File: src/rtl/l2_port_arbiter.sv
// Round-robin arbiter and burst sequencer for the shared L2 port (ICache read, DCache read/write).
// Holds one pending request per requester, counts the burst words and pulses an ICache invalidate after DC writes.
module l2_port_arbiter (
  input  logic        clk,
  input  logic        reset,
  input  logic        ic_rreq,
  input  logic [31:0] ic_addr,
  input  logic [4:0]  ic_burst_size,
  output logic [31:0] ic_rdata,
  output logic        ic_busy,
  input  logic        dc_rreq,
  input  logic        dc_wreq,
  input  logic [31:0] dc_addr,
  input  logic [4:0]  dc_burst_size,
  input  logic [31:0] dc_wdata,
  output logic [31:0] dc_rdata,
  output logic        dc_busy,
  output logic        l2_rreq,
  output logic        l2_wreq,
  output logic [31:0] l2_addr,
  output logic [4:0]  l2_burst_size,
  output logic [31:0] l2_wdata,
  input  logic [31:0] l2_rdata,
  input  logic        l2_busy,
  output logic [26:0] invalid_line,
  output logic        invalid_req
);
  typedef enum logic [1:0] {S_IDLE, S_ISSUE, S_WAIT, S_XFER} state_t;

  state_t      state;
  logic        ic_v, dc_v, dc_w;
  logic [31:0] ic_a, dc_a;
  logic [4:0]  ic_b, dc_b;
  logic        own_dc;   // owner of the current/last grant; doubles as round-robin history
  logic        cur_wr;
  logic [4:0]  cnt;

  logic        active, ic_owned, dc_owned, ic_cap, dc_cap, pick_dc, done;
  logic [4:0]  last_word;

  always_comb begin
    active    = (state != S_IDLE);
    ic_owned  = active && !own_dc;
    dc_owned  = active && own_dc;
    ic_cap    = ic_rreq && !ic_v && !ic_owned;
    dc_cap    = (dc_rreq || dc_wreq) && !dc_v && !dc_owned;
    pick_dc   = dc_v && (!ic_v || !own_dc);
    // burst size 0 behaves as a single-word burst
    last_word = (l2_burst_size == 5'd0) ? 5'd0 : l2_burst_size - 5'd1;
    done      = (state == S_WAIT && !l2_busy && last_word == 5'd0) ||
                (state == S_XFER && cnt == last_word);
  end

  assign ic_rdata = l2_rdata;
  assign dc_rdata = l2_rdata;
  assign l2_wdata = (dc_owned && cur_wr) ? dc_wdata : 32'd0;
  assign ic_busy  = ic_owned ? (state == S_ISSUE || l2_busy) : (ic_rreq | ic_v);
  assign dc_busy  = dc_owned ? (state == S_ISSUE || l2_busy) : (dc_rreq | dc_wreq | dc_v);

  always_ff @(posedge clk or negedge reset) begin
    if (!reset) begin
      state         <= S_IDLE;
      ic_v          <= 1'b0;
      ic_a          <= 32'd0;
      ic_b          <= 5'd0;
      dc_v          <= 1'b0;
      dc_w          <= 1'b0;
      dc_a          <= 32'd0;
      dc_b          <= 5'd0;
      own_dc        <= 1'b1;
      cur_wr        <= 1'b0;
      cnt           <= 5'd0;
      l2_rreq       <= 1'b0;
      l2_wreq       <= 1'b0;
      l2_addr       <= 32'd0;
      l2_burst_size <= 5'd0;
      invalid_line  <= 27'd0;
      invalid_req   <= 1'b0;
    end else begin
      l2_rreq     <= 1'b0;
      l2_wreq     <= 1'b0;
      invalid_req <= 1'b0;

      // a slot is only granted while valid and only captured while empty
      if (ic_cap) begin
        ic_v <= 1'b1;
        ic_a <= ic_addr;
        ic_b <= ic_burst_size;
      end else if (state == S_IDLE && ic_v && !pick_dc) begin
        ic_v <= 1'b0;
      end

      if (dc_cap) begin
        dc_v <= 1'b1;
        dc_w <= dc_wreq;
        dc_a <= dc_addr;
        dc_b <= dc_burst_size;
      end else if (state == S_IDLE && pick_dc) begin
        dc_v <= 1'b0;
      end

      case (state)
        S_IDLE: if (ic_v || dc_v) begin
          own_dc        <= pick_dc;
          cur_wr        <= pick_dc && dc_w;
          l2_addr       <= pick_dc ? dc_a : ic_a;
          l2_burst_size <= pick_dc ? dc_b : ic_b;
          l2_wreq       <= pick_dc && dc_w;
          l2_rreq       <= !(pick_dc && dc_w);
          state         <= S_ISSUE;
        end
        S_ISSUE: state <= S_WAIT;
        S_WAIT: if (!l2_busy) begin
          if (last_word == 5'd0) state <= S_IDLE;
          else begin
            cnt   <= 5'd1;
            state <= S_XFER;
          end
        end
        S_XFER: if (cnt == last_word) state <= S_IDLE;
                else cnt <= cnt + 5'd1;
        default: state <= S_IDLE;
      endcase

      if (done && own_dc && cur_wr) begin
        invalid_req  <= 1'b1;
        invalid_line <= l2_addr[31:5];
      end
    end
  end
endmodule

File: config.mk
export PLATFORM = sky130hd
export DESIGN_NAME = l2_port_arbiter
export DESIGN_NICKNAME = d
export VERILOG_FILES = /design/src/rtl/l2_port_arbiter.sv
export SDC_FILE = /design/constraint.sdc
export NUM_CORES = 1
export LEC_CHECK = 0
export ABC_CLOCK_PERIOD_IN_PS = 3200
export CELL_PAD_IN_SITES_DETAIL_PLACEMENT = 0
export CELL_PAD_IN_SITES_GLOBAL_PLACEMENT = 1
export CORE_AREA = 10 10 160 162
export DETAILED_ROUTE_END_ITERATION = 6
export DIE_AREA = 0 0 170 172
export GPL_TIMING_DRIVEN = 0
export HOLD_SLACK_MARGIN = 0.03
export PLACE_DENSITY = 0.77
export SETUP_SLACK_MARGIN = 0.05
export SYNTH_ARGS = -nofsm -noshare
export SYNTH_HDL_FRONTEND = slang
export SYNTH_SLANG_ARGS = --single-unit
export TNS_END_PERCENT = 10
File: constraint.sdc
create_clock -name clk -period 3.2 [get_ports clk]
set_input_delay 0.64 -clock clk [delete_from_list [all_inputs] [get_ports clk]]
set_output_delay 0.64 -clock clk [all_outputs]
set_load 0.1 [all_outputs]
==> reports/results.env, run 1 <==
DEEPEST_LEVEL_OF_THE_CTS_H_TREE=4
SYNTHCELLS=601
LAYOUT.CELL_AREA.NON_FILLER_SQ_UM=10920
COUNT_OF_DISTINCT_CELL_TYPES_IN_THE_SYNTHESIZED_NETLIST=51
DIEAREA_SQ_UM=29240
MOST_FREQUENTLY_USED_CELL_TYPE_IN_THE_POST_SYNTHESIS_NETLIST='sky130_fd_sc_hd__dfrtp_1'
FLOORPLAN.CORE_AREA_SQ_UM=22370
CLK_PIN_SLEW_NS=0.06
GRT_ANTENNA_BEFORE_REPAIR=3
TIMING_MAX_TRANSITION_VIOLATIONS_FINAL=0
GRT_PASS1_VIAS=5679
REGTOREGSETUPSLACK_NS=0.52
WORST-ENDPOINT-REQUIRED_NS=2.56
DIE_WIDTH_UM=170
CLOCK_TREE.ROOT_CELL='sky130_fd_sc_hd__clkbuf_16'
CRITICAL_PATH.STARTPOINT_TYPE='flop'
YOSYS_REGISTER_BITS=153
GRT_MAX_DEGREE=85
FINAL_LAYOUT_FILL_CELL_COUNT=2090
CTS.REPAIR_TIMING.SETUP_BUFFER_COUNT=0
SYNTH_AREA_LEADERS='sky130_fd_sc_hd__dfrtp_1 52%, sky130_fd_sc_hd__mux2_2 13%, sky130_fd_sc_hd__buf_4 6.7%'
BUFFERS_ADDED_ON_PORTS=276
SYNTH-EDFF-COUNT=0
MULTIINPUTGATEAREA_SQ_UM=2749
CTS_INSERTED_BUFFERS=17
NUM_IO_PINS=309
DETAILROUTE.VIA_COUNT=5406
CP_CELL_SEQUENCE='clkbuf_1, nand2_1, nor2_2, clkbuf_2, and2_1, buf_6'
CRITICALPATHCATEGORY='flop to output port'
POST-SYNTH-TOP-AREA-CELL='sky130_fd_sc_hd__dfrtp_1'
SYNTH-ASYNC-RESET-RATIO=1.000
FINAL_MIN_PERIOD_OVER_CLOCK_PERIOD=0.9127
TIMING.FINAL.CRIT_PERIOD_NS=2.921
SYNTHFLOPTYPE='sky130_fd_sc_hd__dfrtp_1'
GLOBAL_ROUTE.USAGE.TOTAL=0.1529
YOSYS_WARNINGS=0
REG2REG_TO='invalid_line[17]$_DFFE_PN0P_'
PEAKVDDDROP_V=0.0006799
DETAILEDROUTE.FIRSTPASSITERATIONCOUNT=4
GRT_OVERFLOW=0
PLACE.DETAILED.HPWL_UM=17930
SETUP_REPAIR_AFTER_GLOBAL_ROUTING_MISSED_ITS_MARGIN='no'
SYNTHTOPCELLSBYCOUNT='152 x sky130_fd_sc_hd__dfrtp_1, 82 x sky130_fd_sc_hd__mux2_2, 65 x sky130_fd_sc_hd__buf_4'
CLOCK_SINK_COUNT=153
PLACE.GP.CONGESTION=0.7557
SYNTH.NET_COUNT=747
DRT.ANTENNA.VIOLATING_NETS=0
FINAL_NETS=1043
SETUP_CLOCK_SKEW_AFTER_LAYOUT_NS=0.01244
DIE-HEIGHT_UM=172
GLOBAL_ROUTE.PEAK_USAGE_LAYER='met2'
PLACEMENT_ROW_COUNT=55
CRITICAL_PATH_BUF_INV_COUNT=3
SLEW-LIMIT-HEADROOM=0.2934
CRITICAL_PATH.SLOWEST_CELL='sky130_fd_sc_hd__dfstp_2'
CLOCKBUFFERDEPTH=2
WORST_EP_ARRIVAL_TIME_NS=2.28
POST_DP_CELL_AREA_SQ_UM=10420
SYNTHESIS.AREA_SQ_UM=7264
DETAIL_ROUTE.VIAS_PER_CELL=4.520
INITIAL_UTILIZATION=0.3248
MAX_STAGE_DELAY_NS=0.51
FINAL_LAYOUT_SIZE_SUFFIX_GT1_FRAC=0.2824
FINALPOWER_mW=11.68
SEQCELLAREA_SQ_UM=3830
WIRE_PER_INST_UM=19.10
SYNTH-SEQ-AREA-SHARE=0.5272
R2R-START='l2_burst_size[0]$_DFFE_PN0P_'
FF2FF_PATH_DEPTH=11
SYNTH_LARGEST_TYPE_AREA_FRACTION=0.5236
P_PER_AREA_nW_PER_UM2=1070
CRITPATHTOPFAMILY='buffers and inverters'
CLOCK_TREE_FROM_TRITONCTS='built'
MAX_CAP_VIOL_COUNT=0
RUN_STATUS='completed'
DRC=0
CRITICAL_PATH_END_TYPE='output port'
WIRE_LENGTH_OF_THE_FIRST_GLOBAL_ROUTING_PASS_UM=34360
AREA_GROWTH_PCT=50.38
LEAKAGE_nW=4.931
SYN_AVG_CELL_AREA_SQ_UM=12.09
HOLD_VIOL_FINAL=0
TIGHTESTPINTRANSITION_NS=1.057
GROUTE.LAYER.MET2.USAGE=0.2764
DRT_ITER0_DRC=202
CLOCK_INSERTION_DELAY_WORST_SKEW_NS=0.42
MAX_CLOCK_FREQ_MHz=342.4
GLOBAL_ROUTE.USAGE.MET1=0.1571
GRTUSAGEMET3=0.07091
SETUP_VIOLATIONS=0
WL_UM=22850
WORSTPATHMAXFANOUT=10
WORST_HOLD_PATH_TYPE='primary input to asynchronous set/reset pin'
what timing repair did:
| item | CTS | global route |
|---|---|---|
| setup endpoints to repair | 34 | 22 |
| gates resized for setup | 187 | 12 |
| hold endpoints to repair | 0 | 0 |
| hold buffers | 0 | 0 |
layout make-up:
| class | instances | share of cell area |
|---|---|---|
| inverters | 7 | 0.002405 |
| clock buffers | 19 | 0.04146 |
| well taps | 285 | 0.03264 |
| plain buffers | 98 | 0.06093 |
| flip-flops and latches | 153 | 0.3506 |
| diodes | 1 | 0.0002291 |
| multi-input cells | 343 | 0.2516 |
| repair buffers | 277 | 0.2492 |
| clock inverters | 13 | 0.01088 |
through the flow:
| step | hold WS [ns] | worst slack [ns] | setup TNS, ns | utilization | std cells |
|---|---|---|---|---|---|
| 2_1_floorplan | 0.3444 | 0.1369 | 0 | - | 601 |
| 3_3_place_gp | 0.4632 | -4.998 | -770.59 | 0.4643 | 1162 |
| 3_5_place_dp | 0.4643 | -0.4678 | -11.09 | 0.4657 | 1163 |
| 4_1_cts | 0.1942 | 0.05195 | 0 | 0.4876 | 1195 |
| 5_1_grt | 0.1964 | 0.08683 | 0 | 0.4883 | 1195 |
| 6_report | 0.1711 | 0.2793 | 0 | 0.4884 | 1196 |
cells by family after synthesis:
kind of cell / share of synthesized area
DFF: 0.5272
muxes: 0.2201
and+or+nand+nor: 0.08922
buffers and inverters: 0.09473
AOI/OAI and AO/OA: 0.06046
xor gates and xnor gates: 0.004822
adders and majority gates: 0.003444
where the power goes:
part	switching (mW)	internal [mW]	total, mW	leakage, nW
Clock	0.810	1.12	1.93	0.277
Combinational	4.41	2.06	6.47	2.76
Sequential	0.527	2.76	3.29	1.89
layout by cell type (no fill, tap or decap), drive strengths merged, types with 4 or more instances in the layout:
master,count
mux2,101
nand2,49
clkdlybuf4s50,241
a21oi,5
o21ai,42
and2,35
inv,10
dfrtp,152
mux2i,39
clkinv,6
clkbuf,47
buf,103
xnor2,4
nor3,6
nand2b,5
nor2,16
flip-flops by register name, indices dropped and copies added (netlist names):
| name | cells |
|---|---|
| ic_b | 5 |
| state | 2 |
| dc_a | 32 |
| invalid_req | 1 |
| ic_a | 32 |
| cnt | 5 |
| invalid_line | 27 |
| l2_wreq | 1 |
| dc_w | 1 |
| cur_wr | 1 |
| l2_burst_size | 5 |
| ic_v | 1 |
| own_dc | 1 |
| dc_b | 5 |
| l2_addr | 32 |
| dc_v | 1 |
| l2_rreq | 1 |
routing by layer:
layer  wire length, um  part of all wire
met1              8388              0.37
met4               214            0.0094
met5                40            0.0018
met3              2391              0.10
met2             11810              0.52
how the worst max path moves through the flow:
stage / from / end / slack [ns] / depth (start not counted)
floorplan: own_dc$_DFFE_PN1P_ / dc_busy / 0.14 / 3
global placement: reset / invalid_line[25]$_DFFE_PN0P_ / -5.00 / 1
detailed placement: own_dc$_DFFE_PN1P_ / l2_wdata[16] / -0.47 / 6
CTS: own_dc$_DFFE_PN1P_ / l2_wdata[28] / 0.05 / 6
global route: own_dc$_DFFE_PN1P_ / l2_wdata[16] / 0.09 / 6
finish: own_dc$_DFFE_PN1P_ / l2_wdata[16] / 0.28 / 6
No activity file was read; power rests on OpenSTA's default activity.
==> run 2: changes to the inputs <==
--- a/config.mk
+++ b/config.mk
@@ -5,15 +5,16 @@
 export SDC_FILE = /design/constraint.sdc
 export NUM_CORES = 1
 export LEC_CHECK = 0
-export ABC_CLOCK_PERIOD_IN_PS = 3200
 export CELL_PAD_IN_SITES_DETAIL_PLACEMENT = 0
 export CELL_PAD_IN_SITES_GLOBAL_PLACEMENT = 1
-export CORE_AREA = 10 10 160 162
+export CORE_AREA = 10 10 132 134
+export CTS_BUF_LIST = sky130_fd_sc_hd__clkbuf_8
 export DETAILED_ROUTE_END_ITERATION = 6
-export DIE_AREA = 0 0 170 172
+export DIE_AREA = 0 0 142 144
+export DONT_BUFFER_PORTS = 1
 export GPL_TIMING_DRIVEN = 0
 export HOLD_SLACK_MARGIN = 0.03
-export PLACE_DENSITY = 0.77
+export PLACE_DENSITY = 0.78
 export SETUP_SLACK_MARGIN = 0.05
 export SYNTH_ARGS = -nofsm -noshare
 export SYNTH_HDL_FRONTEND = slang
==> reports/results.env, run 2 (synthesis gave the netlist of run 1 again) <==
WORST_HOLD_PATH_TYPE='primary input to asynchronous set/reset pin'
FLOORPLAN.CORE_AREA_SQ_UM=14860
GRT_PASS1_VIAS=4815
DIE-HEIGHT_UM=144
FF2FF_PATH_DEPTH=11
RUN_STATUS='complete, but fails checks'
CLOCK_TREE.ROOT_CELL='sky130_fd_sc_hd__clkbuf_8'
FINALNONFILLERCELLS=818
PLACEMENT_ROW_COUNT=45
TIMING_MAX_TRANSITION_VIOLATIONS_FINAL=0
CRITICALPATHCATEGORY='flop to output port'
CLOCK_TREE_FROM_TRITONCTS='built'
DIEAREA_SQ_UM=20450
CTS.REPAIR_TIMING.SETUP_BUFFER_COUNT=0
PLACE.GP.CONGESTION=0.8516
P_SWITCHING_mW=5.501
CRITICAL_PATH.STARTPOINT_TYPE='flop'
AREA_GROWTH_PCT=9.438
GLOBAL_ROUTE.USAGE.TOTAL=0.1942
TIGHTESTPINTRANSITION_NS=1.188
SETUP_CLOCK_SKEW_AFTER_LAYOUT_NS=0.008922
GRT_OVERFLOW=0
MAX_CAP_VIOL_COUNT=0
CTS_INSERTED_BUFFERS=17
CLK_PIN_SLEW_NS=0.08
INITIAL_UTILIZATION=0.4887
WORSTPATHMAXFANOUT=8
GRT_MAX_DEGREE=154
LAYOUT.CELL_AREA.NON_FILLER_SQ_UM=7950
FINAL_CORE_UTILIZATION=0.5348
FINAL_CRITICAL_PATH_SETUP_SLACK_NS=-0.05705
POWER_SWITCHING_SHARE=0.5351
SETUP_REPAIR_AFTER_GLOBAL_ROUTING_MISSED_ITS_MARGIN='yes'
SETUP_VIOLATIONS=1
HOLD_SLACK_NS=-0.1028
PEAKVDDDROP_V=0.0006035
R2R-START='l2_burst_size[0]$_DFFE_PN0P_'
BUFFERS_ADDED_ON_PORTS=0
MAX_CLOCK_FREQ_MHz=307.0
WORST-ENDPOINT-REQUIRED_NS=2.56
PLACE.DETAILED.HPWL_UM=16490
REG2REG_TO='invalid_line[25]$_DFFE_PN0P_'
LEAKAGE_nW=3.759
REGTOREGSETUPSLACK_NS=0.17
DETAILROUTE.VIA_COUNT=4560
DETAIL_ROUTE.VIAS_PER_CELL=5.575
WIRE_LENGTH_OF_THE_FIRST_GLOBAL_ROUTING_PASS_UM=29890
DETAILEDROUTE.FIRSTPASSITERATIONCOUNT=7
LAYOUT.CELLS.MOST_COMMON='sky130_fd_sc_hd__dfrtp_1'
SEQ_POWER_SHARE=0.521
CLOCK_SINK_COUNT=153
CRITPATHCAPTURE='dc_busy'
CRITICAL_PATH.STARTPOINT='own_dc$_DFFE_PN1P_'
MOSTFREQUENTLAYOUTCELLS='148 x sky130_fd_sc_hd__dfrtp_1, 82 x sky130_fd_sc_hd__mux2_2, 65 x sky130_fd_sc_hd__buf_4'
P_PER_AREA_nW_PER_UM2=1293
PLACED_CELLS_INCL_TAPS=789
HOLD_VIOL_FINAL=152
SLEW-LIMIT-HEADROOM=0.2079
FINAL_NETS=766
DRC=0
FINAL_LAYOUT_SIZE_SUFFIX_GT1_FRAC=0.3987
FINALPOWER_mW=10.28
FAILED_CHECKS='hold timing, setup timing'
DEEPEST_LEVEL_OF_THE_CTS_H_TREE=4
WL_UM=20940
NUM_IO_PINS=309
P_CLK_FRAC=0.126
WIRE_PER_INST_UM=25.60
CRITICAL_PATH_END_TYPE='output port'
POWER.INTERNAL_mW=4.780
DRT_ITER0_DRC=247
TIMING.FINAL.CRIT_PERIOD_NS=3.257
GRT_ANTENNA_BEFORE_REPAIR=4
REG.LARGEST.LIST='dc_a: 32 flops, ic_a: 32 flops, l2_addr: 32 flops'
POST_DP_CELL_AREA_SQ_UM=7507
CLOCK_INSERTION_DELAY_WORST_SKEW_NS=0.44
WORST_EP_ARRIVAL_TIME_NS=2.62
CLOCKBUFFERDEPTH=2
P_COMB_FRAC=0.353
FINAL_LAYOUT_FILL_CELL_COUNT=1277
DRT.ANTENNA.VIOLATING_NETS=0
DIE_WIDTH_UM=142
FINAL_MIN_PERIOD_OVER_CLOCK_PERIOD=1.018
[run 2: how the worst min path moves through the flow]
| stage | depth (start not counted) | from | to |
|---|---|---|---|
| 2_1_floorplan | 0 | reset | cnt[0]$_DFFE_PN0P_ |
| 3_3_place_gp | 0 | reset | invalid_line[6]$_DFFE_PN0P_ |
| 3_5_place_dp | 0 | reset | dc_a[11]$_DFFE_PN0P_ |
| 4_1_cts | 0 | reset | dc_a[2]$_DFFE_PN0P_ |
| 5_1_grt | 0 | reset | invalid_line[7]$_DFFE_PN0P_ |
| 6_report | 0 | reset | ic_a[6]$_DFFE_PN0P_ |
[run 2: final cells by class]
class / instances / area (sq um) / area share
sequential: 153 / 3840 / 0.4830
clock inverter: 6 / 55.05 / 0.006925
tap: 188 / 235.2 / 0.02959
antenna: 3 / 7.507 / 0.0009443
multi-input combinational: 343 / 2845 / 0.3579
buffer: 98 / 665.6 / 0.08373
inverter: 7 / 26.28 / 0.003305
clock buffer: 20 / 275.3 / 0.03462
[run 2: per-stage QoR]
step	worst slack (ns)	setup TNS [ns]
3_5_place_dp	-0.1820	-3.225
5_1_grt	-0.1755	-0.1755
3_3_place_gp	-0.2944	-2.307
4_1_cts	-0.1135	-0.2409
6_report	-0.05705	-0.05705
2_1_floorplan	0.1369	0
[run 2: power by group through the flow]
stage	clock, mW	combinational [mW]	sequential [mW]
after floorplan	0	3.08	5.16
after global placement	0	3.44	5.35
after detailed placement	0	3.55	5.40
after CTS	1.33	3.60	5.36
after global routing	1.41	3.90	5.46
final	1.29	3.63	5.36
[run 2: per-layer routing]
layer  up-vias  global-route usage  routed length, um
met4         2             0.05702                328
met5         -                   0                  9
met3        24              0.1043               2237
met2       210              0.3554              11490
li1       2032                   -                  -
met1      2292              0.1818               6880
[run 2: worst max-delay path, cell delays in order (launching register included)]
cell and delay, ns:
sky130_fd_sc_hd__dfstp_2 0.52, sky130_fd_sc_hd__clkbuf_1 0.29, sky130_fd_sc_hd__a21oi_1 0.22, sky130_fd_sc_hd__a32oi_2 1.14
[run 2: repair_timing]
item,in CTS,in global routing
hold endpoints to repair,152,152
gates resized for setup,46,30
setup endpoints to repair,60,50
==> run 3: changes to the inputs <==
--- a/config.mk
+++ b/config.mk
@@ -7,15 +7,15 @@
 export LEC_CHECK = 0
 export CELL_PAD_IN_SITES_DETAIL_PLACEMENT = 0
 export CELL_PAD_IN_SITES_GLOBAL_PLACEMENT = 1
-export CORE_AREA = 10 10 132 134
+export CORE_AREA = 10 10 154 156
 export CTS_BUF_LIST = sky130_fd_sc_hd__clkbuf_8
 export DETAILED_ROUTE_END_ITERATION = 6
-export DIE_AREA = 0 0 142 144
-export DONT_BUFFER_PORTS = 1
+export DIE_AREA = 0 0 164 166
 export GPL_TIMING_DRIVEN = 0
 export HOLD_SLACK_MARGIN = 0.03
-export PLACE_DENSITY = 0.78
+export PLACE_DENSITY = 0.83
 export SETUP_SLACK_MARGIN = 0.05
+export SLEW_MARGIN = 25
 export SYNTH_ARGS = -nofsm -noshare
 export SYNTH_HDL_FRONTEND = slang
 export SYNTH_SLANG_ARGS = --single-unit
==> constraint.sdc (replaced) <==
create_clock -name clk -period 3.8 [get_ports clk]
set_input_delay 0.76 -clock clk [delete_from_list [all_inputs] [get_ports clk]]
set_output_delay 0.76 -clock clk [all_outputs]
set_load 0.1 [all_outputs]
==> reports/results.env, run 3 (synthesis gave the netlist of run 1 again) <==
RUN_STATUS='completed'
CTS_INSERTED_BUFFERS=17
SETUP_VIOLATIONS=0
FF2FF_PATH_DEPTH=11
DETAILROUTE.VIA_COUNT=5464
WL_UM=21830
WIRE_PER_INST_UM=18.46
DRT.ANTENNA.VIOLATING_NETS=0
HOLD_VIOL_FINAL=0
WORST_HOLD_PATH_TYPE='primary input to asynchronous set/reset pin'
GLOBAL_ROUTE.USAGE.TOTAL=0.1563
CTS.REPAIR_TIMING.SETUP_BUFFER_COUNT=0
CLOCK_TREE_FROM_TRITONCTS='built'
WL_MET2_UM=11270
CRITPATHCAPTURE='dc_busy'
WORSTPATHMAXFANOUT=5
FLOORPLAN.CORE_AREA_SQ_UM=20690
MAX_STAGE_DELAY_NS=1.21
FINAL_NETS=1043
SETUP_REPAIR_AFTER_GLOBAL_ROUTING_MISSED_ITS_MARGIN='no'
TIGHTESTPINTRANSITION_NS=1.042
FINAL_CRITICAL_PATH_SETUP_SLACK_NS=0.1410
GRT_MAX_DEGREE=82
TIMING.FINAL.CRIT_PERIOD_NS=3.659
DR.MAX_LAYER_USED='met5'
CRITICAL_PATH.STARTPOINT_TYPE='primary input'
PLACED_CELLS_INCL_TAPS=1153
WORST_EP_ARRIVAL_TIME_NS=2.90
HOLD_SLACK_NS=0.2562
BUFFERS_ADDED_ON_PORTS=276
GRT_OVERFLOW=0
FINALPOWER_mW=9.399
REG2REG_TO='invalid_line[23]$_DFFE_PN0P_'
DIEAREA_SQ_UM=27220
SEQCELLAREA_SQ_UM=3830
DIE_WIDTH_UM=164
MAX_CAP_VIOL_COUNT=0
POST_CTS_HOLD_BUFFER_COUNT=0
LEAKAGE_nW=4.826
CRITICAL_PATH.SLOWEST_CELL='sky130_fd_sc_hd__clkdlybuf4s50_1'
PLACE.DETAILED.HPWL_UM=17470
SETUP_TNS_AFTER_FINAL_LAYOUT_NS=0
CLOCK_INSERTION_DELAY_WORST_SKEW_NS=0.45
CLOCK_SINK_COUNT=153
DETAILROUTE.WIRELENGTH.MET3_UM=2224
PLACE_WORST_SETUP_SLACK_NS=0.03494
FINALNONFILLERCELLS=1183
MAX_CLOCK_FREQ_MHz=273.3
CRITICALPATHCATEGORY='primary input to output port'
CRITICAL_PATH_END_TYPE='output port'
CLOCK_TREE.ROOT_CELL='sky130_fd_sc_hd__clkbuf_8'
REGTOREGSETUPSLACK_NS=1.15
FINAL_CORE_UTILIZATION=0.5201
GRT_PASS1_VIAS=5665
MULTIINPUTGATEAREA_SQ_UM=2746
DETAIL_ROUTE.VIAS_PER_CELL=4.619
GRT_ANTENNA_BEFORE_REPAIR=2
CRITICAL-PATH-TOP-CELL-BY-COUNT='sky130_fd_sc_hd__clkdlybuf4s50_1'
TIMING_MAX_TRANSITION_VIOLATIONS_FINAL=0
ANTENNA_CELLS=0
MET1_LENGTH_UM=7902
DRT_ITER0_DRC=269
R2R-START='l2_burst_size[0]$_DFFE_PN0P_'
CLOCKBUFFERDEPTH=2
AREA_GROWTH_PCT=48.14
CRITICAL_PATH.STARTPOINT='l2_busy'
LAYOUT.CELL_AREA.NON_FILLER_SQ_UM=10760
FINAL_MIN_PERIOD_OVER_CLOCK_PERIOD=0.9629
FINAL_LAYOUT_SIZE_SUFFIX_GT1_FRAC=0.2720
NUM_IO_PINS=309
INITIAL_UTILIZATION=0.3511
P_PER_AREA_nW_PER_UM2=873.4
DETAILEDROUTE.FIRSTPASSITERATIONCOUNT=4
PLACEMENT_ROW_COUNT=53
REG.LARGEST.LIST='dc_a: 32 flops, ic_a: 32 flops, l2_addr: 32 flops'
FINAL_LAYOUT_FILL_CELL_COUNT=1893
DRC=0
WIRE_LENGTH_OF_THE_FIRST_GLOBAL_ROUTING_PASS_UM=33070
SLEW-LIMIT-HEADROOM=0.3032
POST_DP_CELL_AREA_SQ_UM=10390
SETUP_CLOCK_SKEW_AFTER_LAYOUT_NS=0.01263
MOSTFREQUENTLAYOUTCELLS='242 x sky130_fd_sc_hd__clkdlybuf4s50_1, 152 x sky130_fd_sc_hd__dfrtp_1, 82 x sky130_fd_sc_hd__mux2_2'
CP_CELL_SEQUENCE='clkdlybuf4s50_1, inv_1, a32oi_1, clkdlybuf4s50_1'
DIE-HEIGHT_UM=166
DEEPEST_LEVEL_OF_THE_CTS_H_TREE=4
CLK_PIN_SLEW_NS=0.08
PEAKVDDDROP_V=0.0004507
PLACE.GP.CONGESTION=0.8209
WORST-ENDPOINT-REQUIRED_NS=3.04
LAYOUT.CELLS.MOST_COMMON='sky130_fd_sc_hd__clkdlybuf4s50_1'
run 3: worst max-delay path: cells and delay by family:
family | cells | cell delay (ns)
buf+inv | 3 | 1.91
compound gates | 1 | 0.22
run 3: area by class of cell:
type | count | share of cell area
Timing Repair Buffer | 277 | 0.2573
Clock buffer | 19 | 0.02430
Multi-Input combinational cell | 343 | 0.2552
Sequential cell | 153 | 0.3559
Tap cell | 275 | 0.03197
Clock inverter | 11 | 0.01139
Buffer | 98 | 0.06150
Inverter | 7 | 0.002442
run 3: worst min path at each step:
stage,from,end,slack (ns),cells after the start
6_report,reset,invalid_line[2]$_DFFE_PN0P_,0.26,1
5_1_grt,reset,invalid_line[2]$_DFFE_PN0P_,0.28,1
4_1_cts,reset,invalid_line[5]$_DFFE_PN0P_,0.26,1
3_5_place_dp,l2_addr[3]$_DFFE_PN0P_,l2_addr[3]$_DFFE_PN0P_,0.47,2
3_3_place_gp,l2_addr[4]$_DFFE_PN0P_,l2_addr[4]$_DFFE_PN0P_,0.46,2
2_1_floorplan,dc_w$_DFFE_PN0P_,l2_rreq$_DFF_PN0_,0.44,1
run 3: report_power, final:
part           switching, mW  internal, mW  total, mW
logic                   3.71          1.72       5.43
registers              0.436          2.32       2.76
clock network          0.598         0.612       1.21
total                   4.74          4.66       9.40
run 3: routing by layer:
metal / vias to the layer above / track usage
met5: - / 0
met4: 2 / 0.04975
met3: 31 / 0.06247
met2: 215 / 0.2861
met1: 2626 / 0.1567
li1: 2590 / -
run 3: timing repair:
item,in CTS,in global routing
gates cloned,0,0
gates resized for setup,85,20
endpoints found under the setup margin,30,14
